`config.mk`:
```
export PLATFORM = sky130hd
export DESIGN_NAME = lut_chk_cmp
export DESIGN_NICKNAME = d
export VERILOG_FILES = /design/src/rtl/lut_chk_pkg.sv /design/src/rtl/lut_chk_cmp.sv
export SDC_FILE = /design/constraint.sdc
export NUM_CORES = 1
export LEC_CHECK = 0
export BUFFER_PORTS_ARGS = -buffer_cell sky130_fd_sc_hd__buf_4
export CORE_ASPECT_RATIO = 0.9
export CORE_UTILIZATION = 40
export DETAILED_ROUTE_END_ITERATION = 8
export PLACE_DENSITY_LB_ADDON = 0.1
export SLEW_MARGIN = 20
export SYNTH_ARGS = -nofsm -noshare
export SYNTH_HDL_FRONTEND = slang
export SYNTH_SLANG_ARGS = --single-unit
export TNS_END_PERCENT = 20
```
`constraint.sdc`:
```
create_clock -name clk -period 1.9 [get_ports clk]
set_input_delay 0.19 -clock clk [delete_from_list [all_inputs] [get_ports clk]]
set_output_delay 0.19 -clock clk [all_outputs]
set_load 0.005 [all_outputs]
```
`src/rtl/lut_chk_pkg.sv`:
```
// Shared types and helpers for the P-LUT sweep self-test sequencer.
package lut_chk_pkg;

  typedef enum logic [1:0] {
    IDLE,
    RUN,
    DRAIN,
    DONE
  } state_t;

  // Index of the last pattern in an exhaustive sweep of an n-input netlist.
  function automatic int unsigned sweep_last(input int unsigned n);
    return (32'd1 << n) - 32'd1;
  endfunction

  // Width of a counter that must hold 2^n without wrapping.
  function automatic int unsigned cnt_w(input int unsigned n);
    return n + 32'd1;
  endfunction

endpackage

```
`src/rtl/lut_chk_cmp.sv`:
```
// Compare/record stage: registers the netlist output for each issued
// pattern, checks it one cycle later against the golden ROM word, counts
// mismatches and captures the first failing pattern.
module lut_chk_cmp
  import lut_chk_pkg::*;
#(
  parameter int unsigned N_INPUTS  = 10,
  parameter int unsigned OUT_WIDTH = 11
) (
  input  logic                          clk,
  input  logic                          rst,
  input  logic                          clear,
  input  logic                          cmp_v,
  input  logic                          hold,
  input  logic [N_INPUTS-1:0]           idx,
  input  logic [OUT_WIDTH-1:0]          f_i,
  input  logic [OUT_WIDTH-1:0]          exp_data_i,
  output logic                          mismatch,
  output logic [cnt_w(N_INPUTS)-1:0]    err_count,
  output logic [N_INPUTS-1:0]           first_err_idx,
  output logic [OUT_WIDTH-1:0]          first_err_got,
  output logic [OUT_WIDTH-1:0]          first_err_exp
);

  localparam int unsigned CNT_W = cnt_w(N_INPUTS);

  logic                 cmp_q;
  logic [OUT_WIDTH-1:0] f_q;
  logic [N_INPUTS-1:0]  idx_q;

  // The golden word arrives one cycle after its address, so the netlist
  // output is delayed by one register to line up with it.
  assign mismatch = cmp_q && (f_q != exp_data_i);

  // Capture pipeline, error counter and first-failure record.
  always_ff @(posedge clk) begin
    if (rst || clear) begin
      cmp_q         <= 1'b0;
      f_q           <= '0;
      idx_q         <= '0;
      err_count     <= '0;
      first_err_idx <= '0;
      first_err_got <= '0;
      first_err_exp <= '0;
    end else begin
      cmp_q <= cmp_v;
      if (cmp_v) begin
        f_q   <= f_i;
        idx_q <= idx;
      end
      if (mismatch && !hold) begin
        err_count <= err_count + CNT_W'(1);
        if (err_count == '0) begin
          first_err_idx <= idx_q;
          first_err_got <= f_q;
          first_err_exp <= exp_data_i;
        end
      end
    end
  end

endmodule

```
==> impl_metrics.py <==
metrics = {
    "power": {
        "p_switching_mw": 0.7255,
        "comb_power_share_pct": 10.1,
        "fin_total_pwr_mw": 2.706,
        "swShare_pct": 26.81,
        "power.leakage_nw": 1.529,
        "seqPwrFrac_pct": 51.5,
        "p_int_mw": 1.980,
        "irDropWorstVdd_mv": 0.3179,
        "power_frac_clock_pct": 38.4,
        "cellPowerDensity_nw_per_um2": 697.1,
    },
    "placed_design": {
        "dp_cells": 468,
        "io_buffers": 80,
        "place_hpwl_um": 5166,
        "routabilityCongestion": 0.7925,
        "place_area_sq_um": 3535,
        "pre_cts_ws_ns": 0.1325,
    },
    "routing": {
        "dr_wl_met2_um": 3528,
        "via_count": 2653,
        "wl_um": 7862,
        "maxUsedRoutingLayer": "met4",
        "antenna_left": 0,
        "wl_met3_um": 448,
        "vias_per_cell": 5.360,
        "wl_met1_um": 3814,
        "wire_per_inst_um": 15.88,
        "drtIter0Drc": 115,
        "drc": 0,
        "drt_pass1_iterations": 4,
    },
    "synth": {
        "ys.flop_type": "dfxtp_1",
        "synth_area_per_cell_sq_um": 9.093,
        "synth_area_sq_um": 2819,
        "ys_types": 36,
        "yosysMostFrequentCell": "dfxtp_1",
        "synth_nets": 349,
        "synth_top_area_share_pct": 46.16,
        "synthTopCellsByArea": "dfxtp_1, mux2i_1, nand4_1",
        "syn-instance-count": 310,
        "yosysWarningCount": 0,
        "yosys.area.top_type": "dfxtp_1",
        "synth-edff-count": 0,
        "synth_common_cells": "dfxtp_1, nand4_1, a21oi_1",
        "synthArstFlopShare_pct": 0,
        "seq_area_frac_synth_pct": 46.16,
        "ys_ff_latch": 65,
    },
    "grt": {
        "grt_max_degree": 60,
        "grt_use_total_pct": 22.04,
        "grt_pass1_vias": 2475,
        "grt_antenna_before_repair": 0,
        "grt_overflow": 0,
        "grt_pass1_wl_um": 12570,
    },
    "sta": {
        "finalSetupViolCount": 0,
        "period_share_pct": 99.49,
        "fin_ws_ns": 0.009607,
        "tightest_slew_ns": 0.4239,
        "clock.fmax_ghz": 0.5290,
        "hold_slack_ns": 0.06847,
        "period_needed_ns": 1.890,
        "clock_skew_ns": 0.01133,
        "finalSetupTns_ns": 0,
        "grt_setup_unrepaired": "true",
        "finalHoldViolations": 0,
        "maxSlewHeadroom_pct": 71.64,
        "finalMaxSlewViolations": 0,
    },
    "critical_path": {
        "crit_chain": "xnor2_2 > nand4_2 > o41ai_4 > bufinv_8 > buf_6",
        "slowest_stage": "dfxtp_2",
        "critPathLaunchType": "register",
        "cp.required_ns": 1.71,
        "crit_fanout": 3,
        "cp.depth": 5,
        "rrSetupSlack_ns": 0.11,
        "critical-path-top-delay-family": "flip-flops",
        "worstRegToRegCells": 7,
        "crit_path_end_kind": "output pin",
        "critPathKind": "reg2out",
        "critical_path_buf_inv_count": 2,
        "slowest_delay_ns": 0.35,
        "crit_arrival_ns": 1.70,
    },
    "clock_network": {
        "htreeDepth": 3,
        "clock_latency_ns": 0.35,
        "root_buffer": "clkbuf_8",
        "clk_pin_slew_ns": 0.08,
        "cts_made_buffers": 9,
        "clk_path_buf_depth": 2,
        "cts_tree": "done",
        "cts.sinks": 65,
        "holdBufCountCts": 0,
    },
    "die": {
        "die_w_um": 90.49,
        "ioPinCount": 81,
        "core_sq_um": 6691,
        "die_h_um": 81.64,
        "die_area_sq_um": 7388,
        "std_cell_rows": 28,
        "initial_core_util_pct": 42.13,
    },
    "final_layout": {
        "fin_nets": 439,
        "drive_above_1_share_pct": 38.02,
        "design_area_sq_um": 3881,
        "num_antenna_cells": 0,
        "syn_to_final_growth_pct": 37.68,
        "stdcell_count": 495,
        "fin_util_pct": 58.00,
    },
    "flow_run": {
        "drv_cap": 0,
    },
    "status": {
        "status": "finished, final reports clean",
    },
    "min_path": {
        "hold_depth": 3,
        "hp-class": "in2reg",
    },
}
==> state kept, by name, summed over array words and instances, names as in the netlist <==
signal         count
cmp_q              1
err_count         11
f_q               11
first_err_exp     11
first_err_got     11
first_err_idx     10
idx_q             10
==> cell usage in the layout (no fill, tap or decap), types with 5 or more instances in the layout <==
master,Yosys,final
a21oi_1,33,33
a21oi_2,5,5
buf_4,0,105
clkbuf_8,0,9
dfxtp_1,65,55
dfxtp_2,0,8
mux2i_1,24,24
nand2_1,6,5
nand3_1,8,8
nand4_1,34,34
nor2_1,23,23
o21ai_0,27,27
o21ai_1,6,6
or3_1,5,5
xnor2_2,0,7
==> worst reg2reg max path, delay by kind of cell, from the launching register on <==
kind,cells,cell delay (ns)
AND/OR/NAND/NOR,2,0.67
AO/OA/AOI/OAI,2,0.23
buffers and inverters,2,0.34
XOR/XNOR,1,0.12
flip-flops,1,0.36
==> area by class of cell <==
class                           instances  area, sq um
Fill cell                             616         2810
Multi-Input combinational cell        210         1418
Sequential cell                        65         1319
Timing Repair Buffer                  107        819.5
Clock buffer                            9        123.9
Tap cell                               90        112.6
Clock inverter                          7        46.29
Inverter                                6        36.28
Timing Repair inverter                  1        6.256
==> cell families (layout without fill, tap and decap cells) <==
logic type | after synthesis | count (layout) | share of synthesized area (%)
mux | 24 | 24 | 8.522
buf+inv | 35 | 130 | 6.080
flops | 65 | 65 | 46.16
fa+ha+maj | 2 | 2 | 0.8876
simple gates | 92 | 92 | 18.06
compound gates | 81 | 81 | 16.87
xor+xnor | 11 | 11 | 3.418
==> worst paths after layout <==
check | from | end
worst min-delay path | idx[0] | idx_q[0]$_SDFFE_PP0P_
worst max-delay path | f_q[9]$_SDFFE_PP0P_ | mismatch
worst min register to register | idx_q[5]$_SDFFE_PP0P_ | first_err_idx[5]$_SDFFE_PP0P_
worst max register to register | f_q[7]$_SDFFE_PP0P_ | err_count[9]$_SDFFE_PP0P_
==> power by group through the flow <==
stage | clock [mW] | sequential, mW | combinational, mW
6_report | 1.04 | 1.39 | 0.272
3_5_place_dp | 0 | 1.43 | 0.240
2_1_floorplan | 0 | 1.42 | 0.134
4_1_cts | 1.06 | 1.39 | 0.260
3_3_place_gp | 0 | 1.43 | 0.240
5_1_grt | 1.12 | 1.40 | 0.294
==> timing repair <==
action	4_1_cts	5_1_grt
pin swaps	5	9
buffers inserted	8	2
setup endpoints to repair	1	3
gates resized for setup	11	13
gates cloned	1	0
==> per-layer routing <==
| layer | vias up | global-route usage [%] |
|---|---|---|
| met1 | 1251 | 30.63 |
| met2 | 76 | 32.80 |
| met5 | - | 0 |
| met4 | 0 | 8.065 |
| li1 | 1321 | - |
| met3 | 5 | 5.926 |
(Power assumes the default switching activity.)
